<file path="config.mk">
export PLATFORM = sky130hd
export DESIGN_NAME = tlb_query
export DESIGN_NICKNAME = d
export VERILOG_FILES = /design/src/rtl/tlb_query_pkg.sv /design/src/rtl/tlb_entry_match.sv /design/src/rtl/tlb_query.sv
export SDC_FILE = /design/constraint.sdc
export NUM_CORES = 1
export LEC_CHECK = 0
export CAP_MARGIN = 30
export CORE_ASPECT_RATIO = 0.6
export CORE_UTILIZATION = 47
export CTS_BUF_LIST = sky130_fd_sc_hd__clkbuf_16
export CTS_CLUSTER_SIZE = 28
export DETAILED_ROUTE_END_ITERATION = 10
export GPL_ROUTABILITY_DRIVEN = 1
export HOLD_SLACK_MARGIN = 0.15
export PLACE_DENSITY = 0.88
export SETUP_SLACK_MARGIN = 0.3
export SLEW_MARGIN = 25
export SYNTH_ARGS = -nofsm -noshare
export SYNTH_HDL_FRONTEND = slang
export SYNTH_HIERARCHICAL = 1
export SYNTH_SLANG_ARGS = --single-unit
</file>
<file path="constraint.sdc">
create_clock -name clk -period 5.3 [get_ports clk]
set_clock_uncertainty 0.1 [all_clocks]
set_input_delay 1.06 -clock clk [delete_from_list [all_inputs] [get_ports clk]]
set_output_delay 1.06 -clock clk [all_outputs]
set_load 0.01 [all_outputs]
</file>
<file path="src/rtl/tlb_query_pkg.sv">
// tlb_query_pkg
// Shared definitions for the TLB query engine (TLBP/TLBR execution):
//   - FSM state encoding
//   - TLBP / TLBR instruction encodings
//   - CP0 register numbers written by the engine
//   - bit positions of the fields inside a 96-bit TLB entry and in EntryHi
//   - probe-fail value and a helper that forms the Index write data
package tlb_query_pkg;

   typedef enum logic [2:0] {
      ST_IDLE   = 3'd0,
      ST_SCAN   = 3'd1,
      ST_PDONE  = 3'd2,
      ST_READ   = 3'd3,
      ST_WB_HI  = 3'd4,
      ST_WB_LO0 = 3'd5,
      ST_WB_LO1 = 3'd6
   } state_e;

   localparam logic [31:0] INST_TLBP = 32'h4200_0008;
   localparam logic [31:0] INST_TLBR = 32'h4200_0001;

   localparam logic [4:0] CP0_REG_INDEX    = 5'd0;
   localparam logic [4:0] CP0_REG_ENTRYLO0 = 5'd2;
   localparam logic [4:0] CP0_REG_ENTRYLO1 = 5'd3;
   localparam logic [4:0] CP0_REG_ENTRYHI  = 5'd10;

   // Index value reported when no entry matched (P bit set).
   localparam logic [31:0] PROBE_FAIL = 32'h8000_0000;

   // Entry layout: {EntryHi[95:64], EntryLo0[63:32], EntryLo1[31:0]}.
   localparam int ENT_EHI_HI  = 95;
   localparam int ENT_EHI_LO  = 64;
   localparam int ENT_LO0_HI  = 63;
   localparam int ENT_LO0_LO  = 32;
   localparam int ENT_LO1_HI  = 31;
   localparam int ENT_LO1_LO  = 0;
   localparam int ENT_VPN2_HI = 95;
   localparam int ENT_VPN2_LO = 77;
   localparam int ENT_ASID_HI = 71;
   localparam int ENT_ASID_LO = 64;

   // EntryHi layout.
   localparam int EHI_VPN2_HI = 31;
   localparam int EHI_VPN2_LO = 13;
   localparam int EHI_ASID_HI = 7;
   localparam int EHI_ASID_LO = 0;

   // Data written to CP0 Index at the end of a probe.
   function automatic logic [31:0] probe_result(input logic hit, input logic [3:0] idx);
      logic [31:0] res;
      if (hit) begin
         res = {28'd0, idx};
      end else begin
         res = PROBE_FAIL;
      end
      return res;
   endfunction

endpackage

</file>
<file path="src/rtl/tlb_entry_match.sv">
// tlb_entry_match
// Compares one TLB entry against an EntryHi value: VPN2 and ASID must both
// be equal. Purely combinational so it can also sit in the translation path.
// Ports:
//   entry   in  96  TLB entry {EntryHi, EntryLo0, EntryLo1}
//   entryhi in  32  EntryHi to look up (VPN2 + ASID)
//   match   out  1  VPN2 and ASID equal
module tlb_entry_match
   import tlb_query_pkg::*;
(
   input  logic [95:0] entry,
   input  logic [31:0] entryhi,
   output logic        match
);

   logic vpn2_eq_s;
   logic asid_eq_s;
   logic unused_bits_s;

   assign vpn2_eq_s = (entry[ENT_VPN2_HI:ENT_VPN2_LO] == entryhi[EHI_VPN2_HI:EHI_VPN2_LO]);
   assign asid_eq_s = (entry[ENT_ASID_HI:ENT_ASID_LO] == entryhi[EHI_ASID_HI:EHI_ASID_LO]);
   assign match     = vpn2_eq_s & asid_eq_s;

   // Fields that take no part in the compare (G/flags, EntryLo words).
   assign unused_bits_s = ^{entry[ENT_VPN2_LO-1:ENT_ASID_HI+1], entry[ENT_LO0_HI:ENT_LO1_LO],
                            entryhi[EHI_VPN2_LO-1:EHI_ASID_HI+1]};

endmodule

</file>
<file path="src/rtl/tlb_query.sv">
// tlb_query
// Multi-cycle execution of TLBP (linear probe of 16 entries, lowest match
// wins) and TLBR (read one entry, write it back to CP0 over three cycles).
// Ports:
//   clk, rst              clock, synchronous active-low reset
//   inst_i, inst_valid_i  EX-stage instruction and its valid
//   flush_i               pipeline flush, aborts any operation
//   index_i, entryhi_i    forwarded CP0 Index / EntryHi
//   rd_idx_o, rd_entry_i  TLB array read port (array lives outside)
//   stall_req_o           hold EX stage while the operation runs
//   busy_o                engine not idle
//   cp0_we_o/waddr/wdata  single CP0 write port
// All outputs are registered from the next-state decode; cp0_we_o is
// additionally masked by flush and reset so an abort cancels the write in
// the very cycle it is requested.
module tlb_query
   import tlb_query_pkg::*;
(
   input  logic        clk,
   input  logic        rst,
   input  logic [31:0] inst_i,
   input  logic        inst_valid_i,
   input  logic        flush_i,
   input  logic [31:0] index_i,
   input  logic [31:0] entryhi_i,
   output logic [3:0]  rd_idx_o,
   input  logic [95:0] rd_entry_i,
   output logic        stall_req_o,
   output logic        busy_o,
   output logic        cp0_we_o,
   output logic [4:0]  cp0_waddr_o,
   output logic [31:0] cp0_wdata_o
);

   state_e      state_r,  state_s;
   logic [3:0]  ptr_r,    ptr_s;
   logic        hit_r,    hit_s;
   logic [3:0]  idx_r,    idx_s;
   logic [31:0] ehi_r,    ehi_s;
   logic [3:0]  ridx_r,   ridx_s;
   logic [95:0] entry_r,  entry_s;
   logic        match_s;

   logic [3:0]  rd_idx_r,  rd_idx_s;
   logic        stall_r,   stall_s;
   logic        busy_r,    busy_s;
   logic        we_r,      we_s;
   logic [4:0]  waddr_r,   waddr_s;
   logic [31:0] wdata_r,   wdata_s;
   logic [27:0] unused_index_s;

   tlb_entry_match u_match (
      .entry   (rd_entry_i),
      .entryhi (ehi_r),
      .match   (match_s)
   );

   // Next-state and datapath update; flush overrides every transition.
   always_comb begin
      state_s = state_r;
      ptr_s   = ptr_r;
      hit_s   = hit_r;
      idx_s   = idx_r;
      ehi_s   = ehi_r;
      ridx_s  = ridx_r;
      entry_s = entry_r;
      if (flush_i) begin
         state_s = ST_IDLE;
      end else begin
         case (state_r)
            ST_IDLE: begin
               if (inst_valid_i && (inst_i == INST_TLBP)) begin
                  ehi_s   = entryhi_i;
                  ptr_s   = 4'd0;
                  state_s = ST_SCAN;
               end else if (inst_valid_i && (inst_i == INST_TLBR)) begin
                  ridx_s  = index_i[3:0];
                  state_s = ST_READ;
               end else begin
                  state_s = ST_IDLE;
               end
            end
            ST_SCAN: begin
               if (match_s) begin
                  hit_s   = 1'b1;
                  idx_s   = ptr_r;
                  state_s = ST_PDONE;
               end else if (ptr_r == 4'd15) begin
                  hit_s   = 1'b0;
                  state_s = ST_PDONE;
               end else begin
                  ptr_s   = ptr_r + 4'd1;
               end
            end
            ST_PDONE:  state_s = ST_IDLE;
            ST_READ: begin
               entry_s = rd_entry_i;
               state_s = ST_WB_HI;
            end
            ST_WB_HI:  state_s = ST_WB_LO0;
            ST_WB_LO0: state_s = ST_WB_LO1;
            ST_WB_LO1: state_s = ST_IDLE;
            default:   state_s = ST_IDLE;
         endcase
      end
   end

   // Output decode of the state being entered, registered below.
   always_comb begin
      rd_idx_s = 4'd0;
      stall_s  = 1'b0;
      busy_s   = (state_s != ST_IDLE);
      we_s     = 1'b0;
      waddr_s  = 5'd0;
      wdata_s  = 32'd0;
      case (state_s)
         ST_SCAN: begin
            rd_idx_s = ptr_s;
            stall_s  = 1'b1;
         end
         ST_PDONE: begin
            we_s    = 1'b1;
            waddr_s = CP0_REG_INDEX;
            wdata_s = probe_result(hit_s, idx_s);
         end
         ST_READ: begin
            rd_idx_s = ridx_s;
            stall_s  = 1'b1;
         end
         ST_WB_HI: begin
            stall_s = 1'b1;
            we_s    = 1'b1;
            waddr_s = CP0_REG_ENTRYHI;
            wdata_s = entry_s[ENT_EHI_HI:ENT_EHI_LO];
         end
         ST_WB_LO0: begin
            stall_s = 1'b1;
            we_s    = 1'b1;
            waddr_s = CP0_REG_ENTRYLO0;
            wdata_s = entry_s[ENT_LO0_HI:ENT_LO0_LO];
         end
         ST_WB_LO1: begin
            we_s    = 1'b1;
            waddr_s = CP0_REG_ENTRYLO1;
            wdata_s = entry_s[ENT_LO1_HI:ENT_LO1_LO];
         end
         default: begin
            rd_idx_s = 4'd0;
         end
      endcase
   end

   // State, datapath and output registers with synchronous active-low reset.
   always_ff @(posedge clk) begin
      if (!rst) begin
         state_r  <= ST_IDLE;
         ptr_r    <= 4'd0;
         hit_r    <= 1'b0;
         idx_r    <= 4'd0;
         ehi_r    <= 32'd0;
         ridx_r   <= 4'd0;
         entry_r  <= 96'd0;
         rd_idx_r <= 4'd0;
         stall_r  <= 1'b0;
         busy_r   <= 1'b0;
         we_r     <= 1'b0;
         waddr_r  <= 5'd0;
         wdata_r  <= 32'd0;
      end else begin
         state_r  <= state_s;
         ptr_r    <= ptr_s;
         hit_r    <= hit_s;
         idx_r    <= idx_s;
         ehi_r    <= ehi_s;
         ridx_r   <= ridx_s;
         entry_r  <= entry_s;
         rd_idx_r <= rd_idx_s;
         stall_r  <= stall_s;
         busy_r   <= busy_s;
         we_r     <= we_s;
         waddr_r  <= waddr_s;
         wdata_r  <= wdata_s;
      end
   end

   assign rd_idx_o    = rd_idx_r;
   assign stall_req_o = stall_r;
   assign busy_o      = busy_r;
   // A flush or reset in the write cycle cancels the write immediately.
   assign cp0_we_o    = we_r & ~flush_i & rst;
   assign cp0_waddr_o = waddr_r;
   assign cp0_wdata_o = wdata_r;

   assign unused_index_s = index_i[31:4];

endmodule

</file>
== Word-level counts from Yosys, hierarchy flattened ==
Cells that the tools add are included.
Word-level totals
  register bits: 188
  input bits: 196
  output and inout port bits: 44
  logic and storage cells: 70
Operators by class
  add/subtract/negate cells: 1
  equal/unequal tests: 15
  mux-type cells: 30
  bitwise logic cells: 4
  reduce and logical (&&, ||, !) cells: 7
Operator list (count)
  $mux 96: 2
  $pmux 32 s4: 1
  $eq 32x31->1 const B: 2
  $mux 4: 11
  $mux 32: 1
  $eq 19x19->1: 1
  $pmux 4 s2: 2
  $eq 3x3->1 const B: 5
  $pmux 3 s5: 1
  $pmux 4 s3: 1
  $eq 3x2->1 const B: 3
  $mux 3: 3
  $eq 8x8->1: 1
  $reduce_or 4->1: 2
  $eq 3x1->1 const B: 2
  $mux 1: 6
  $add 4x1->4 const B: 1
  $eq 4x4->1 const B: 1
  $mux 2: 2
  $and 1x1->1: 3
  $logic_not 3->1: 1
  $reduce_and 3->1: 1
  $reduce_bool 3->1: 1
  $logic_and 1x1->1: 2
  $not 1->1: 1

== Longest topological paths before layout ==
Gate-level depths: netlist (run 1).
  depth in word-level cells: 9
  depth in mapped cells: 10
  depth with buffers taken out: 9

== Modules after synthesis ==
The synthesis (run 1) kept the hierarchy.
By module, submodules not included
  tlb_query: instances 1, cells each 711, area an instance 5885.6 sq um, sequential area each 2922.8 sq um
  tlb_entry_match: instances 1, cells each 36, area an instance 297.8 sq um, sequential area each 0.0 sq um

== Least setup slack after synthesis (run 1) ==
No wires, ideal clock.
  path kind: input to register
  from: input inst_i[4]
  to: register ehi_r[14]
  library setup time: 0.146 ns
  arrival time: 2.959 ns
  required time: 5.054 ns
  slack: 2.095 ns
  stages on the path: 7
  path buffers: 2
  path through: or4b_4 -> or4b_4 -> or4_1 -> buf_4 -> buf_6 -> nand2_2 -> a21oi_1
On the way
  cells in the longest elaborated chain, start to end: 3
Ends and longest elaborated chain
  start, declared: line tlb_query.sv:21  | input logic [31:0] inst_i,
  $eq 32x31->1: line tlb_query.sv:72  | if (inst_valid_i && (inst_i == INST_TLBP)) begin
  $logic_and 1x1->1: line tlb_query.sv:72
  $reduce_and 3->1 (no line)
  end signal, assigned: line tlb_query.sv:174  | ehi_r <= ehi_s;
  end, declared: line tlb_query.sv:39  | logic [31:0] ehi_r, ehi_s;
Every way passes these cells.
A chain may end at the register's enable or synchronous reset.

== Worst setup path after layout (run 1) ==
  from: input flush_i
  to: output cp0_we_o
On the way
  cells in the longest elaborated chain, start to end: 3
Ends and longest elaborated chain
  start, declared: line tlb_query.sv:23  | input logic flush_i,
  $not 1->1 (no line)
  $and 1x1->1 (2 in series): line tlb_query.sv:190  | assign cp0_we_o = we_r & ~flush_i & rst;
  end, declared: line tlb_query.sv:30  | output logic cp0_we_o,
Every way passes these cells.

==> impl_metrics.py, run 1 <==
metrics = {
    "setup_path": {
        "end_kind": "output port",
        "critPathArrivalTime_ns": 2.89,
        "critPathMaxStageDelay_ns": 0.73,
        "slowest_stage": "clkdlybuf4s50_1",
        "required_ns": 4.14,
        "critical_path_class": "primary input to output port",
        "cp_common_cell": "clkdlybuf4s50_1",
        "crit_path_start_kind": "primary input",
        "crit_chain": "clkdlybuf4s50_1 > nand2b_1 > nor2_1 > clkdlybuf4s50_1",
        "cp_max_fo": 16,
    },
    "cts": {
        "cts_resized": 0,
        "postCtsSetupBuffers": 0,
        "htreeDepth": 4,
        "clk_pin_slew_worst_paths_ns": 0.05,
        "ctsHoldBuffers": 0,
        "numCtsBuffers": 17,
        "clock-root-buffer": "clkbuf_16",
        "cts_tree": "yes",
        "cts_num_sinks": 141,
        "clk_latency_ns": 0.41,
        "clock_path_buffers": 2,
    },
    "synthesis": {
        "ys_warn_count": 6,
        "syn_inst": 727,
        "synth.avg_cell_area_um2": 8.24,
        "syn_area_um2": 5990,
    },
    "timing": {
        "finalSetupViolations": 0,
        "clock.fmax_mhz": 247,
        "setup_tns_ns": 0,
        "hold_ws_ns": 0.353,
        "post-route-min-period_ns": 4.05,
        "worstMarginPinSlew_ns": 0.786,
        "hold_viol": 0,
        "fin_crit_sh_pct": 76.4,
        "rsz0062_at_grt": "false",
        "relSlewSlack_pct": 46.3,
        "slew_violations": 0,
    },
    "placed_design": {
        "detailed_place_hpwl_um": 12900,
        "numPortBuffers": 204,
        "gp_congestion": 0.897,
    },
    "floorplanning": {
        "row_count": 31,
        "core_area_um2": 12200,
        "start_util_pct": 49.0,
        "die_area_um2": 13200,
        "dieHeight_um": 89.4,
        "io_pins": 240,
        "fp.dieW_um": 148,
    },
    "worst_hold_path": {
        "hp-class": "flip-flop to flip-flop",
    },
    "drt": {
        "vias_per_cell": 5.45,
        "final_antenna_net_count": 0,
        "drc": 0,
        "post_drt_wl_per_cell_um": 16.7,
        "dr.pass1.iters": 4,
        "drtIter0Drc": 416,
        "dr_total_vias": 5893,
        "wirelength_um": 18000,
    },
    "power_and_ir_drop": {
        "p_total_uw": 2380,
        "peakVddDrop_mv": 0.232,
        "leakagePower_uw": 0.00283,
        "power.density_nw_per_um2": 272,
    },
    "global_route": {
        "grt_antenna_before_repair": 0,
        "grt_pass1_wl_um": 27700,
        "grt_max_degree": 72,
        "grt_pass1_vias": 5384,
        "grtUsageTotal_pct": 27.4,
        "overflow": 0,
    },
    "layout": {
        "final_common_cell": "clkdlybuf4s50_1",
        "final_cell_mix": "204 x clkdlybuf4s50_1, 189 x nand2_1, 141 x dfxtp_1, 103 x a21oi_1, 28 x a22oi_1",
        "diodes": 0,
        "areaGrowthSynthToFinish_pct": 45.7,
        "num-fill-cells": 956,
        "drive_above_1_share_pct": 11.2,
        "nets": 1102,
        "utilization_pct": 71.4,
    },
    "status": {
        "status": "complete, no violations",
    },
    "job": {
        "cap_viol_max_count": 0,
    },
}
[layout make-up]
class                           instances  area [µm²]  area share, %
Clock buffer                           17         425           4.87
Clock inverter                         14         146           1.68
Inverter                                5        20.0          0.229
Multi-Input combinational cell        522        2930           33.5
Sequential cell                       141        2820           32.3
Tap cell                              165         206           2.37
Timing Repair Buffer                  218        2180           25.0
[path summary, 6_finish.rpt]
check / from / endpoint / slack, ns / depth (start not counted)
hold reg to reg: entry_r[50] / entry_r[50] / 0.35 / 2
setup / recovery: flush_i / cp0_we_o / 1.25 / 4
hold / removal: entry_r[50] / entry_r[50] / 0.35 / 2
setup reg to reg: ehi_r[4] / cp0_wdata_o[1] / 2.17 / 10
[flip-flops by register name, indices dropped and copies added, names as in the netlist, 3 cells and up]
register,flops
rd_idx_o,4
cp0_waddr_o,3
ehi_r,27
entry_r,64
cp0_wdata_o,32
ptr_r,4
state_r,3
[per-stage QoR]
step	worst slack (ns)	std cells	area, µm²
5_1_grt	1.16	1082	8730
6_report	1.25	1082	8730
3_5_place_dp	1.03	1049	8110
3_3_place_gp	1.06	1049	8110
2_1_floorplan	2.10	728	5990
4_1_cts	1.27	1080	8680
[critical path: cells and delay by family]
family        cells  cell delay [ns]
buf+inv           2             1.28
simple gates      2             0.54
[where the power goes]
| group | internal [µW] | total, µW | switching [µW] |
|---|---|---|---|
| registers | 1060 | 1060 | 0.0000000164 |
| logic | 118 | 175 | 57.5 |
| clock network | 691 | 1140 | 451 |
[layer usage]
| metal | part of all wire [%] | track usage (%) | vias up |
|---|---|---|---|
| met5 | 0 | 0 | - |
| met3 | 9.1 | 7.09 | 12 |
| met2 | 45 | 43.1 | 287 |
| met1 | 45 | 37.5 | 2735 |
| li1 | - | - | 2859 |
| met4 | 0.66 | 7.59 | 0 |
Power figures use the tool's default switching activity.
==> run 2, diff against run 1 <==
CORE_UTILIZATION = 43   (was 47)
PLACE_DENSITY = 0.82   (was 0.88)
clock period = 3.75 ns   (was 5.3 ns; I/O delays follow)
==> impl_metrics.py, run 2 (synthesis results as in run 1) <==
metrics = {
    "drt": {
        "topRoutingLayerUsed": "met4",
        "drtIter0Drc": 420,
        "wl_met1_um": 8420,
        "drc": 0,
        "post_drt_wl_per_cell_um": 16.8,
        "vias_per_cell": 5.31,
        "wirelength_um": 18400,
        "dr_total_vias": 5806,
        "dr.pass1.iters": 5,
        "final_antenna_net_count": 0,
        "wl_met2_um": 8040,
        "met3WireLength_um": 1730,
    },
    "timing": {
        "fin_crit_sh_pct": 87.1,
        "hold_ws_ns": 0.354,
        "rsz0062_at_grt": "false",
        "post-route-min-period_ns": 3.27,
        "finalSetupViolations": 0,
        "relSlewSlack_pct": 50.2,
        "setup_tns_ns": 0,
        "hold_viol": 0,
        "clock.fmax_mhz": 306,
        "worstMarginPinSlew_ns": 0.728,
        "slew_violations": 0,
    },
    "cts": {
        "clock-root-buffer": "clkbuf_16",
        "cts_num_sinks": 141,
        "cts_tree": "yes",
        "postCtsSetupBuffers": 0,
        "ctsHoldBuffers": 0,
        "cts_resized": 0,
        "clk_pin_slew_worst_paths_ns": 0.06,
        "htreeDepth": 4,
        "clk_latency_ns": 0.41,
        "clock_path_buffers": 2,
        "numCtsBuffers": 17,
    },
    "worst_hold_path": {
        "hp-class": "flip-flop to flip-flop",
    },
    "layout": {
        "final_cell_mix": "204 x clkdlybuf4s50_1, 189 x nand2_1, 141 x dfxtp_1, 103 x a21oi_1, 28 x a22oi_1",
        "drive_above_1_share_pct": 11.7,
        "top_register": "entry_r",
        "num-fill-cells": 1095,
        "largest_reg_flops": 64,
        "diodes": 0,
        "areaGrowthSynthToFinish_pct": 46.9,
        "nets": 1108,
        "final_common_cell": "clkdlybuf4s50_1",
    },
    "floorplanning": {
        "fp.dieW_um": 154,
        "start_util_pct": 45.3,
        "row_count": 32,
        "core_area_um2": 13200,
        "die_area_um2": 14400,
        "io_pins": 240,
        "dieHeight_um": 93.4,
    },
    "global_route": {
        "overflow": 0,
        "grt_max_degree": 64,
        "grt_antenna_before_repair": 0,
        "grt_pass1_wl_um": 29000,
        "grtUsageTotal_pct": 26.0,
        "grt_pass1_vias": 5554,
    },
    "job": {
        "cap_viol_max_count": 0,
    },
    "placed_design": {
        "numPortBuffers": 204,
        "detailed_place_hpwl_um": 13400,
        "gp_congestion": 0.879,
    },
    "setup_path": {
        "required_ns": 3.98,
        "critPathArrivalTime_ns": 3.50,
        "crit_path_start_kind": "primary input",
        "crit_chain": "clkdlybuf4s50_1 > xor2_1 > nor4_1 > nand4_1 > nor4_2 > a31o_2 > o21ai_0 > nor2_1 > nor2_2 > buf_12 > a21oi_1",
        "slowest_stage": "clkdlybuf4s50_1",
        "critical_path_class": "primary input to flip-flop",
        "critPathMaxStageDelay_ns": 0.50,
        "cp_top_family": "simple AND/OR/NAND/NOR gates",
        "cp_max_fo": 19,
        "crit_buf_inv": 2,
        "end_kind": "flip-flop",
    },
    "status": {
        "status": "complete, no violations",
    },
    "power_and_ir_drop": {
        "p_total_uw": 3430,
        "peakVddDrop_mv": 0.217,
        "leakagePower_uw": 0.00287,
        "power.density_nw_per_um2": 390,
    },
}
-- run 2: where the power goes --
group	internal, µW	switching [µW]	leakage [µW]
logic	167	80.3	0.00144
clock network	1040	640	0.000294
registers	1500	0.0000000279	0.00113
total	2710	721	0.00287
-- run 2: path summary, 6_finish.rpt --
kind / from / end / slack (ns) / depth (start not counted)
min reg2reg: entry_r[44] / entry_r[44] / 0.35 / 2
max reg2reg: state_r[2] / rd_idx_o[2] / 0.99 / 5
max: rd_entry_i[68] / cp0_wdata_o[30] / 0.48 / 11
min: entry_r[44] / entry_r[44] / 0.35 / 2
-- run 2: final cells by class --
type	instances	area, µm²	area share [%]
Sequential cell	141	2820	32.1
Clock buffer	17	425	4.84
Inverter	5	20.0	0.228
Timing Repair Buffer	224	2220	25.2
Clock inverter	15	171	1.95
Tap cell	170	213	2.42
Multi-Input combinational cell	522	2930	33.3
-- run 2: worst min-delay path: cells and delay by family (launching register included) --
| kind | cells | cell delay (ns) |
|---|---|---|
| AO/OA/AOI/OAI | 1 | 0.05 |
| flip-flops | 1 | 0.31 |
| AND/OR/NAND/NOR | 1 | 0.05 |
-- run 2: metal layers --
layer	track usage [%]	vias to the layer above
li1	-	2878
met1	36.1	2660
met2	39.2	256
met3	7.74	12
met4	6.68	0
met5	0	-
-- run 2: stage by stage --
| stage | utilization, % | cells | setup slack, ns | instance area, µm² |
|---|---|---|---|---|
| 6_report | 66.6 | 1094 | 0.483 | 8800 |
| 3_3_place_gp | 62.1 | 1062 | 0.256 | 8200 |
| 3_5_place_dp | 62.1 | 1062 | 0.175 | 8200 |
| 4_1_cts | 66.6 | 1094 | 0.564 | 8800 |
| 5_1_grt | 66.6 | 1094 | 0.350 | 8800 |
| 2_1_floorplan | - | 728 | 0.861 | 5990 |
==> run 3, diff against run 2 <==
CTS_CLUSTER_SIZE = 40   (was 28)
==> results of run 3 <==
The final DEF is identical to that of run 2; final timing and power are the same.
